[config.mk]
export PLATFORM = sky130hd
export DESIGN_NAME = univ_shift_reg
export DESIGN_NICKNAME = d
export VERILOG_FILES = /design/src/rtl/univ_shift_pkg.sv /design/src/rtl/univ_shift_reg_cnt.sv /design/src/rtl/univ_shift_reg.sv
export SDC_FILE = /design/constraint.sdc
export NUM_CORES = 1
export LEC_CHECK = 0
export CORE_MARGIN = 2
export CORE_UTILIZATION = 30
export CTS_CLUSTER_DIAMETER = 40
export DETAILED_ROUTE_END_ITERATION = 6
export SYNTH_ARGS = -nofsm -noshare
export SYNTH_HDL_FRONTEND = slang
export SYNTH_SLANG_ARGS = --single-unit
export TNS_END_PERCENT = 30
[constraint.sdc]
create_clock -name clk -period 1.73 [get_ports clk]
set_input_delay 0.519 -clock clk [delete_from_list [all_inputs] [get_ports clk]]
set_output_delay 0.519 -clock clk [all_outputs]
set_load 0.01 [all_outputs]
[src/rtl/univ_shift_pkg.sv]
// Shared constants for the universal shift register.
package univ_shift_pkg;

  typedef enum logic [1:0] {
    MODE_HOLD = 2'b00,
    MODE_SHR  = 2'b01,
    MODE_SHL  = 2'b10,
    MODE_LOAD = 2'b11
  } mode_e;

endpackage

[src/rtl/univ_shift_reg_cnt.sv]
// Shift counter: counts shifts since last load/reset, saturates at WIDTH,
// raises full while saturated and pulses done once on reaching WIDTH.
module shift_cnt #(
  parameter int WIDTH = 8
) (
  input  logic                         clk,
  input  logic                         rst,
  input  logic                         inc,
  input  logic                         clr,
  output logic [$clog2(WIDTH+1)-1:0]   cnt,
  output logic                         full,
  output logic                         done
);

  localparam int CW = $clog2(WIDTH+1);

  logic last;
  assign last = (cnt == CW'(WIDTH-1));

  always_ff @(posedge clk or negedge rst) begin
    if (!rst) begin
      cnt  <= '0;
      full <= 1'b0;
      done <= 1'b0;
    end else begin
      done <= 1'b0;
      if (clr) begin
        cnt  <= '0;
        full <= 1'b0;
      end else if (inc && !full) begin
        // full gates further counting so done can only fire once per run
        cnt  <= cnt + CW'(1);
        full <= last;
        done <= last;
      end
    end
  end

endmodule

[src/rtl/univ_shift_reg.sv]
// Universal shift register: hold / shift right / shift left / parallel load,
// optional rotate, with a saturating shift counter.
module univ_shift_reg
  import univ_shift_pkg::*;
#(
  parameter int               WIDTH   = 8,
  parameter logic [WIDTH-1:0] RST_VAL = '0
) (
  input  logic                         clk,
  input  logic                         rst,
  input  logic                         en,
  input  logic [1:0]                   mode,
  input  logic                         rot,
  input  logic                         sin_r,
  input  logic                         sin_l,
  input  logic [WIDTH-1:0]             pin,
  output logic [WIDTH-1:0]             pout,
  output logic                         sout_r,
  output logic                         sout_l,
  output logic [$clog2(WIDTH+1)-1:0]   cnt,
  output logic                         full,
  output logic                         done
);

  logic [WIDTH-1:0] q, nxt;
  logic             inc, clr;

  always_comb begin
    nxt = q;
    inc = 1'b0;
    clr = 1'b0;
    case (mode_e'(mode))
      MODE_SHR: begin
        nxt = {(rot ? q[0] : sin_r), q[WIDTH-1:1]};
        inc = en;
      end
      MODE_SHL: begin
        nxt = {q[WIDTH-2:0], (rot ? q[WIDTH-1] : sin_l)};
        inc = en;
      end
      MODE_LOAD: begin
        nxt = pin;
        clr = en;
      end
      default: nxt = q;
    endcase
  end

  always_ff @(posedge clk or negedge rst) begin
    if (!rst)    q <= RST_VAL;
    else if (en) q <= nxt;
  end

  assign pout   = q;
  assign sout_r = q[0];
  assign sout_l = q[WIDTH-1];

  shift_cnt #(.WIDTH(WIDTH)) u_cnt (
    .clk  (clk),
    .rst  (rst),
    .inc  (inc),
    .clr  (clr),
    .cnt  (cnt),
    .full (full),
    .done (done)
  );

endmodule

==> impl.org, run 1 <==
** CTS
- H-tree depth reported by CTS :: 1
- Number of buffers on the longest clock path :: 2
- # clock sinks :: 14
- The number of hold buffers added after CTS was 0.
- Root Driver :: sky130_fd_sc_hd__clkbuf_4
- Counting the buffers created by CTS gives 3.
- TritonCTS built the clock tree.
- Clock latency on the worst-skew pair, taken at its later pin, is 280 ps.
- Clock-pin slew was measured on the worst setup and hold paths at 90 ps.

** Cells and area
- Measured on the finished design, the core utilization comes to 0.499.
- Finished Cell Area :: 1220 µm²
- In the final layout, the share of cells above drive strength 1 is 0.182.
- 0 antenna diodes ended up in the layout.
- Non-Filler Instances :: 151
- In the final design database the tool counted 142 nets.
- Compared with the post-synthesis result, the final layout area differs by 59.2%.

** Run status
- The flow ran to the end, and the final reports show no timing, DRC or antenna violations.

** Timing
- Count of final hold-check violations :: 0
- The number of max-slew violations in the final report is 0.
- Worst-Margin Slew :: 261 ps
- In the finished design, the share of the clock period the worst path needs comes to 0.981.
- Hold timing on the final database bottoms out at a slack of 548 ps.
- Highest clock rate :: 589 MHz
- Setup tns final :: 0 ps
- Across the routed clock network, the largest skew measured is 0.997 ps.
- In this run the tightest slew margin relative to its limit is 0.824.
- The routed design could run at a clock period as short as 1700 ps.
- Setup violations remaining at the end of the flow were counted as 0.
- Setup repair after global routing left no endpoint under its margin.
- Setup slack closes at 32.0 ps.

** Global routing
- The first global-routing pass estimated 3070 µm of wire.
- The number of global-route vias before repair came to 725.
- The number of antenna violations at the first check in global routing came to 0.
- Largest net degree at the start of global routing :: 15
- For this run, the total global-route usage over all layers was measured as 0.144.
- GR Overflow Total :: 0

** Logic synthesis
- Summed instance area of the synthesized netlist :: 769 µm²
- Main combinational cell family by area after synthesis :: simple AND/OR/NAND/NOR gates
- Synth warn :: 0
- Of the total synthesized cell area, the portion taken by XOR and XNOR cells is 0.0228.
- Complex-gate fraction of the synthesized area :: 0.167
- Sequential area share after synthesis :: 0.455
- Number of synthesized register bits :: 14
- Multiplexer share of the synthesized area :: 0.0423
- The netlist uses 26 different library cells.
- After technology mapping, the gate count stands at 79.
- Post-Synthesis Net Count :: 99
- Avg Cell Area, Syn :: 9.74 µm²
- Leading cell types by total area after synthesis :: sky130_fd_sc_hd__dfrtp_1 (46%), sky130_fd_sc_hd__ha_1 (6.5%), sky130_fd_sc_hd__a22oi_1 (5.9%), sky130_fd_sc_hd__nor2_1 (5.9%), sky130_fd_sc_hd__a31oi_1 (4.9%)
- Area share of the leading cell type in the synthesized netlist :: 0.455
- Post-synthesis adder-cell area fraction :: 0.0650
- Of all cell types, the one taking the most synthesized area is sky130_fd_sc_hd__dfrtp_1.
- Post-synthesis simple-gate area fraction :: 0.197

** Die
- Initial core utilization :: 0.313
- Vertical die dimension :: 54.6 µm
- The die covers 2990 µm².
- After floorplanning, the core was sized to cover 2450 µm².
- After floorplanning, the core was divided into 18 placement rows.
- Measured along the x axis, the die boundary spans 54.6 µm.
- Pin placement for this block handled 32 I/O pins.

** Pwr
- Internal power comes to 770 µW.
- Net switching power :: 380 µW
- Overall Power :: 1.15 mW
- The analysis attributes to cell leakage a power of 0.581 nW.
- Share of total power in sequential cells :: 0.408
- Of the total power, the share spent switching nets is 0.331.
- Of the total power, combinational logic draws 0.380.
- Worst IR Drop VDD :: 0.644 mV
- P per Cell Area :: 939 nW/µm²
- Of the total power, the clock network draws 0.212.

** Placed design
- The count of buffers added on input and output ports is 31.
- Routability congestion estimate from global placement :: 0.725
- Placed cell areas :: 1170 µm²
- Worst setup slack before clock tree synthesis :: -385 ps
- Once detailed placement completed, the half-perimeter wirelength came to 1430 µm.
- Counting tap cells, the placed design contains a total of 144 instances.

** Worst setup path
- Required time worst endpoint :: 1950 ps
- STA classifies the critical path endpoint as a flip-flop.
- Data on the critical path arrives at its endpoint at 1910 ps.
- Crit path max fanout :: 3
- Nature of the critical path startpoint :: primary input
- Classification of the worst setup path :: in2reg

** Routing
- DRC violation count after routing :: 0
- Average routed wire per standard cell :: 12.7 µm
- Avg Vias per Cell :: 4.84
- Once detail routing completed, the nets flagged for antenna violations numbered 0.
- Number of optimization iterations in the first detailed-route pass :: 4
- Final routed wirelength across all metal layers :: 1920 µm
- Vias after detailed routing :: 731
- Drt initial violations :: 5

** Min path
- Worst hold path class :: in2async

** Job
- Max-cap violations in this run came to 0.
==> flip-flops by register name, summed over array words and instances (netlist names) <==
signal / flops
pout: 8
u_cnt.cnt: 4
u_cnt.done: 1
u_cnt.full: 1
==> critical path, cell delays in order <==
cell,delay [ps]
sky130_fd_sc_hd__clkdlybuf4s50_1,490
sky130_fd_sc_hd__inv_2,60
sky130_fd_sc_hd__ha_4,270
sky130_fd_sc_hd__nand3b_4,80
sky130_fd_sc_hd__or3_1,360
sky130_fd_sc_hd__a21oi_2,120
==> logic make-up (layout without fill, tap and decap cells) <==
logic type / after synthesis / after routing
compound gates: 19 / 19
xor+xnor: 2 / 2
fa+ha+maj: 4 / 4
buf+inv: 7 / 49
flops: 14 / 14
mux: 3 / 3
simple gates: 30 / 30
==> cells in the mapped netlist (all sizes together) <==
library cell	n
mux2i	1
a221oi	2
nor4	1
dfrtp	14
nand3	1
a22oi	6
or3	1
a31oi	6
xor2	2
inv	2
o21ai	1
a2bb2oi	1
nand4b	1
clkbuf	1
buf	4
nor3	1
nand3b	1
and2	1
and2b	1
mux2	2
a21oi	3
nor2	12
ha	4
nand2	9
or2b	1
==> placed cells by master, fill, tap and decap left out, types with 3 or more instances in the layout <==
cell	netlist	layout
sky130_fd_sc_hd__a22oi_1	6	6
sky130_fd_sc_hd__a31oi_1	6	6
sky130_fd_sc_hd__buf_4	3	11
sky130_fd_sc_hd__clkbuf_4	0	3
sky130_fd_sc_hd__clkdlybuf4s50_1	0	15
sky130_fd_sc_hd__dfrtp_1	14	14
sky130_fd_sc_hd__dlygate4sd2_1	0	15
sky130_fd_sc_hd__ha_1	4	3
sky130_fd_sc_hd__nand2_1	9	9
sky130_fd_sc_hd__nor2_1	12	12
==> worst paths after layout <==
path                           endpoint         start  cells after the start  slack (ps)
hold / removal                  pout[7]           rst                      2         550
max in group asynchronous  u_cnt.cnt[1]           rst                      2        1010
min in group clk             u_cnt.done  u_cnt.cnt[3]                      2         580
setup / recovery           u_cnt.cnt[3]       mode[0]                      6          30
setup reg to reg           u_cnt.cnt[3]    u_cnt.full                      3         600
hold reg to reg              u_cnt.done  u_cnt.cnt[3]                      2         580
==> repair_timing <==
item | 4_1_cts | 5_1_grt
resized for setup | 16 | 4
setup endpoints to repair | 17 | 3
setup buffers | 3 | 0
pin swaps | 0 | 1
==> per-layer routing <==
layer	vias to the layer above	GRT usage	wire length, µm
met5	-	0	0
met4	0	0.0500	0
met3	0	0.0273	145
met2	24	0.260	899
met1	339	0.167	876
li1	368	-	-
==> layout make-up <==
type	count	area (µm²)
fill	256	1230
multi-input combinational	58	397
timing repair buffer	43	397
sequential	14	350
tap	30	37.5
clock buffer	4	36.3
inverter	2	7.51
==> power by group through the flow <==
stage / combinational [mW] / clock (mW) / sequential (mW)
floorplan: 0.168 / 0 / 0.514
global placement: 0.445 / 0 / 0.492
detailed placement: 0.448 / 0 / 0.493
CTS: 0.443 / 0.255 / 0.472
global route: 0.480 / 0.272 / 0.485
finish: 0.437 / 0.244 / 0.470
No activity file was read; power rests on OpenSTA's default activity.
==> run 2: changes to the inputs <==
SETUP_SLACK_MARGIN = 0.3   (was unset)
==> run 2 against run 1 <==
Net effect:
- core utilization is 5.1 points higher
- via count increased by 12%
- register-to-register slack lost 180 ps
- sequential cell count unchanged
- maximum frequency increased by 17%
- critical endpoint unchanged
==> impl.org, run 2 (same netlist as run 1, synthesis figures left out) <==
** Run status
- Result of the run :: finished, final reports clean

** Global routing
- The number of antenna violations at the first check in global routing is 0 (unchanged).
- Largest net degree at the start of global routing :: 15 (unchanged)
- The all-layer global routing usage is 0.151 (+0.00694).
- The number of global-route vias before repair came to 774 (+6.8%).
- The overflow left after global routing was 0 (unchanged).
- Wire length of the first global-routing pass :: 3230 µm (+5.2%)

** Pwr
- The switching portion of total power was 0.320 (-0.0109).
- The internal power of the cells was 877 µW (+14%).
- Part of the total power dissipated in the clock network :: 0.182 (-0.030)
- The worst ir drop on vdd was 0.774 mV (+20%).
- Share of total power in sequential cells :: 0.346 (-0.062)
- Net switching power :: 412 µW (+8.4%)
- P per Cell Area :: 954 nW/µm² (+1.6%)
- The leakage power figure was 0.642 nW (+10%).
- Logic pwr share :: 0.472 (+0.092)

** Timing
- The summed negative setup slack over all endpoints came to 0 ps (unchanged).
- Highest clock rate :: 689 MHz (+17%)
- The final worst clock skew is 6.64 ps (+5.64 ps).
- The number of max-slew violations in the final report was 0 (unchanged).
- Worst-Margin Slew :: 250 ps (-11.1 ps)
- The final critical-path required period is 1450 ps (-246 ps).
- The final-report setup violation count was 0 (unchanged).
- Max-slew headroom :: 0.833 (+0.00902)
- Unrepaired setup endpoints after global routing :: yes
- The final period utilization is 0.839 (-0.142).
- The final count of hold timing violations came to 0 (unchanged).

** CTS
- The number of hold buffers added after cts was 0 (unchanged).
- Number of buffers added by the clock tree synthesis step :: 3 (unchanged)
- The maximum level of the CTS H-tree is 1 (unchanged).
- The worst-skew pair later-pin latency came to 270 ps (about the same).
- The number of sinks on the clock net was 14 (unchanged).
- Clock Pin Slew Worst Setup and Hold Paths :: 90 ps (about the same)
- TritonCTS built the clock tree.
- Number of buffers on the longest clock path :: 2 (unchanged)
- Root Driver :: sky130_fd_sc_hd__clkbuf_4

** Die
- The die outline width is 54.6 µm (unchanged).
- The die extent in y was 54.6 µm (unchanged).
- Row cnt :: 18 (unchanged)
- The overall die area came to 2990 µm² (unchanged).
- Area of the core :: 2450 µm² (unchanged)
- The effective utilization at floorplan is 0.313 (unchanged).
- The number of I/O pins was 32 (unchanged).

** Worst setup path
- The worst setup path is captured at a flip-flop.
- Worst endpoint data arrival time :: 1660 ps (-250 ps)
- The largest fanout on the critical path came to 6 (+3).
- The critical path in this run is classified as in2reg.
- Logic depth of the worst register-to-register path :: 6 (+3)
- Nature of the critical path startpoint :: primary input
- Required time worst endpoint :: 1940 ps (about the same)

** Cells and area
- The fraction of final layout cells with drive strength greater than 1 was 0.362 (+0.181).
- The final antenna diode count was 0 (unchanged).
- The final standard cell utilization of the core is 0.550 (+0.0515).
- Layout overhead on the synthesized area :: 75.6%
- Filler Cell Count :: 223 (-13%)
- The area of all placed cells without fillers came to 1350 µm² (+10%).
- Non-Filler Instances :: 168 (+11%)
- Leaving out fill and tap cells, the most frequent cells in the layout are sky130_fd_sc_hd__buf_4 (28), sky130_fd_sc_hd__dfrtp_1 (14), sky130_fd_sc_hd__clkdlybuf4s50_1 (12), sky130_fd_sc_hd__nor2_1 (11), sky130_fd_sc_hd__nand2_1 (9).
- Commonest non-fill, non-tap cell in the layout :: sky130_fd_sc_hd__buf_4
- The flip-flop count of the largest register after layout came to 8 (unchanged).
- The count of nets after finishing came to 159 (+12%).

** Routing
- The sum of routed wire length over all layers was 2180 µm (+13%).
- The average detailed-routed wire length per instance is 13.0 µm (+1.9%).
- Number of optimization iterations in the first detailed-route pass :: 4 (unchanged)
- The residual antenna-violating net count after detailed routing was 0 (unchanged).
- Drt initial violations :: 14 (+9)
- Avg Vias per Cell :: 4.88 (+0.70%)
- Vias after detailed routing :: 819 (+12%)
- The remaining routing DRC violations is 0 (unchanged).

** Placed design
- Routability congestion estimate from global placement :: 0.777 (+7.2%)
- DP Wirelength :: 1490 µm (+4.6%)
- The number of cells after detailed placement is 145 (+0.69%).
- Placed cell areas :: 1180 µm² (+0.86%)
- Port Buffers :: 31 (unchanged)

** Min path
- In this run the worst hold path is classified as in2async.

** Job
- Reported max-cap violation count :: 0 (unchanged)
[run 2: cell count changes in the layout (fill, tap and decap cells not counted), sizes merged]
cell,previous run,this run
buf,12,33
clkbuf,4,7
clkdlybuf4s15,0,9
clkdlybuf4s50,15,12
dlygate4sd2,15,3
dlymetal6s2s,1,0
[run 2: layout make-up]
class | instances | area [µm²] | share of cell area
Clock buffer | 4 | 36.3 | 0.0269
Inverter | 2 | 7.51 | 0.00556
Multi-Input combinational cell | 58 | 419 | 0.310
Sequential cell | 14 | 350 | 0.259
Tap cell | 30 | 37.5 | 0.0278
Timing Repair Buffer | 60 | 500 | 0.370
[run 2: power by group through the flow]
stage          logic, mW  clock network [mW]  registers, mW
5_1_grt            0.670               0.267          0.452
6_report           0.609               0.234          0.446
3_3_place_gp       0.449                   0          0.491
3_5_place_dp       0.456                   0          0.488
4_1_cts            0.566               0.244          0.441
2_1_floorplan      0.173                   0          0.514
[run 2: metrics by stage]
stage | hold WS [ps] | total power, mW | setup slack [ps]
6_report | 563 | 1.29 | 278
5_1_grt | 569 | 1.39 | 247
4_1_cts | 568 | 1.25 | 256
3_5_place_dp | 518 | 0.944 | -289
3_3_place_gp | 526 | 0.940 | -247
2_1_floorplan | 223 | 0.687 | 293
[run 2: path summary, 6_finish.rpt]
path	from	endpoint	slack, ps
setup / recovery	mode[0]	u_cnt.cnt[3]	280
hold / removal	rst	pout[0]	560
setup reg to reg	u_cnt.cnt[1]	u_cnt.cnt[2]	420
hold reg to reg	u_cnt.cnt[3]	u_cnt.done	610
max in group asynchronous	rst	u_cnt.cnt[1]	990
min in group clk	u_cnt.cnt[3]	u_cnt.done	610
[run 2: metal layers]
| layer | share of wire | up-vias | GRT usage |
|---|---|---|---|
| li1 | - | 399 | - |
| met1 | 0.41 | 385 | 0.162 |
| met2 | 0.51 | 33 | 0.290 |
| met3 | 0.078 | 2 | 0.0219 |
| met4 | 0.0041 | 0 | 0.0583 |
| met5 | 0 | - | 0 |
[run 2: critical path: stages]
cell	delay, ps
sky130_fd_sc_hd__dlygate4sd2_1	230
sky130_fd_sc_hd__inv_2	60
sky130_fd_sc_hd__ha_4	280
sky130_fd_sc_hd__nand3b_4	110
sky130_fd_sc_hd__or3_1	330
sky130_fd_sc_hd__a21oi_1	120
[run 2: what timing repair did]
item                       in CTS  in global routing
gates resized for setup        39                 15
setup buffers                  15                  4
setup endpoints to repair      30                 20
==> run 3: changes to the inputs <==
clock period = 1.2 ns   (was 1.73 ns; I/O delays follow)
==> run 3 against run 2 <==
Net effect:
- the flow now finishes with violations (setup timing)
- total power increased by 48%
- final cell count is the same
- worst hold slack got worse by 170 ps
- via count shrank 0.24%
- combinational power up 51%
- count of clock-buffer cells in the layout unchanged
- sequential power rose by 43%
- largest power group unchanged
==> impl.org, run 3 (same netlist as run 1, synthesis figures left out) <==
** Die
- I/O pin count :: 32 (unchanged)
- The overall die area is 2990 µm² (unchanged).
- The die extent in y came to 54.6 µm (unchanged).
- Horizontal extent of the die :: 54.6 µm (unchanged)
- The total core area came to 2450 µm² (unchanged).
- Initial core utilization :: 0.313 (unchanged)
- Row cnt :: 18 (unchanged)

** Cells and area
- The final cell count without fillers is 168 (unchanged).
- The count of nets after finishing was 159 (unchanged).
- Layout cell share with drive strength beyond 1 :: 0.514 (+0.152)
- The final antenna diode count is 0 (unchanged).
- Filler Cell Count :: 228 (+2.2%)
- Number of flip-flops in the largest register :: 8 (unchanged)
- Commonest non-fill, non-tap cell in the layout :: sky130_fd_sc_hd__buf_4
- Final standard cell utilization of the core :: 0.573 (+0.0229)
- Commonest non-fill, non-tap cells in the layout :: sky130_fd_sc_hd__buf_4 (19), sky130_fd_sc_hd__buf_2 (17), sky130_fd_sc_hd__dfrtp_1 (14), sky130_fd_sc_hd__clkdlybuf4s50_1 (11), sky130_fd_sc_hd__buf_6 (11)
- The area of all placed cells without fillers is 1410 µm² (+4.2%).
- The area growth from synthesis to layout is 82.9%.

** Worst setup path
- Nature of the critical path startpoint :: flip-flop
- Kind of cell with the highest combined delay on the critical path :: flip-flops
- Worst endpoint data arrival time :: 1440 ps (-220 ps)
- The data required time at the worst endpoint came to 1370 ps (-570 ps).
- Cell with the biggest individual delay on the critical path :: sky130_fd_sc_hd__dfrtp_1
- Classification of the worst setup path :: reg2reg
- Crit path buf inv count :: 2 (unchanged)
- The most numerous cell type found on the critical path is sky130_fd_sc_hd__buf_6.
- Cell chain of the critical path :: buf_6 > nand3b_4 > buf_6 > o21ai_0 > a21oi_1
- Worst setup EP type :: flip-flop
- Crit path max fanout :: 4 (-2)
- CP peak stage delay :: 410 ps (+80 ps)

** CTS
- The number of sinks on the clock net was 14 (unchanged).
- The clock buffer count from CTS came to 3 (unchanged).
- The worst-skew pair later-pin latency was 280 ps (about the same).
- Clock tree synthesis selected as its root buffer the cell sky130_fd_sc_hd__clkbuf_4.
- Number of buffers on the longest clock path :: 2 (unchanged)
- The maximum level of the CTS H-tree came to 1 (unchanged).
- Clock tree from TritonCTS :: done
- Hold buffers post-CTS :: 0 (unchanged)
- The clock-pin slew on the worst setup and hold paths is 90 ps (about the same).

** Timing
- Clock Skews :: 0.895 ps (-5.74 ps)
- Number of max-slew violations in the final report :: 0 (unchanged)
- Ratio of final minimum period to clock period :: 1.06
- The final-report setup violation count came to 2 (+2).
- The worst hold slack after final layout came to 388 ps (-174 ps).
- Final critical-path required period :: 1270 ps
- Setup tns final :: -128 ps (-128 ps)
- Worst-case setup margin in the final layout :: -66.4 ps (-345 ps)
- Setup repair after global routing could not meet its margin everywhere.
- Worst-Margin Slew :: 246 ps (-3.86 ps)
- The final count of hold timing violations was 0 (unchanged).
- Timing would allow up to 790 MHz.
- The normalized max-slew margin was 0.835 (+0.00168).

** Min path
- Worst hold path class :: in2async

** Global routing
- The number of global-route vias before repair is 825 (+6.6%).
- Wire length of the first global-routing pass :: 3530 µm (+9.2%)
- The pin count of the biggest net entering global routing is 15 (unchanged).
- The all-layer global routing usage is 0.164 (+0.0134).
- GR Overflow Total :: 0 (unchanged)
- Number of antenna violations at the first check in global routing :: 0 (unchanged)

** Pwr
- Overall Power :: 1.91 mW (+48%)
- The leakage power figure is 0.658 nW (+2.6%).
- The worst ir drop on vdd is 0.938 mV (+21%).
- The power density over the cells is 1360 nW/µm² (+42%).

** Routing
- The total via count after detailed routing was 817 (-0.24%).
- Average routed wire per standard cell :: 13.9 µm (+6.9%)
- The count of routing violations after the opening detailed-route iteration is 5 (-9).
- The remaining routing DRC violations was 0 (unchanged).
- Number of optimization iterations in the first detailed-route pass :: 3 (-1)
- Remaining antenna violation count after routing :: 0 (unchanged)
- Avg Vias per Cell :: 4.86 (-0.24%)
- Final routed wirelength across all metal layers :: 2330 µm (+6.9%)

** Placed design
- The placed wire-length estimate is 1550 µm (+3.6%).
- Worst setup slack before clock tree synthesis :: -715 ps (-427 ps)
- The final weighted congestion in routability-driven placement came to 0.733 (-5.6%).
- Placed cell areas :: 1310 µm² (+11%)
- Port Buffers :: 31 (unchanged)
- Number of placed instances, taps included :: 157 (+8.3%)

** Run status
- The run finished, with violations left.
- The final reports fail on setup timing.

** Job
- Reported max-cap violation count :: 0 (unchanged)
run 3: cell types whose count changed in the layout (fill, tap and decap cells not counted), moves of 2 or more:
cell	change
sky130_fd_sc_hd__ha_4	+2
sky130_fd_sc_hd__nand2_1	-2
sky130_fd_sc_hd__clkbuf_2	-3
sky130_fd_sc_hd__nand2_2	+2
sky130_fd_sc_hd__buf_6	+9
sky130_fd_sc_hd__clkdlybuf4s15_1	-8
sky130_fd_sc_hd__buf_4	-9
sky130_fd_sc_hd__buf_2	+14
run 3: metal layers:
metal | track usage | routed length (µm) | part of all wire
met5 | 0 | 0 | 0
met2 | 0.304 | 1200 | 0.51
met4 | 0.0500 | 34 | 0.015
met1 | 0.192 | 947 | 0.41
met3 | 0.0246 | 150 | 0.064
run 3: worst paths after layout:
kind	start	slack (ps)	cells past startpoint	endpoint
max reg2reg	u_cnt.full	-70	5	u_cnt.cnt[3]
min	rst	390	2	pout[0]
min reg2reg	u_cnt.cnt[3]	600	2	u_cnt.done
max in group asynchronous	rst	640	2	pout[6]
min in group clk	en	590	3	u_cnt.done
max	u_cnt.full	-70	5	u_cnt.cnt[3]
run 3: report_power, final:
group	leakage [nW]	internal, mW	total, mW	switching [mW]
logic	0.469	0.497	0.920	0.423
registers	0.168	0.578	0.638	0.0598
clock network	0.0210	0.184	0.350	0.166
run 3: what timing repair did:
item                       CTS  global route
gates cloned                 0             0
resized for setup           90             7
buffers inserted             7             0
pin swaps                   23            16
setup endpoints to repair   30            30
run 3: area by class of cell:
class                           instances  area (µm²)  area share
Clock buffer                            4        36.3      0.0258
Inverter                                2        25.0      0.0178
Sequential cell                        14         350       0.249
Timing Repair Buffer                   60         479       0.340
Multi-Input combinational cell         58         479       0.340
Tap cell                               30        37.5      0.0267
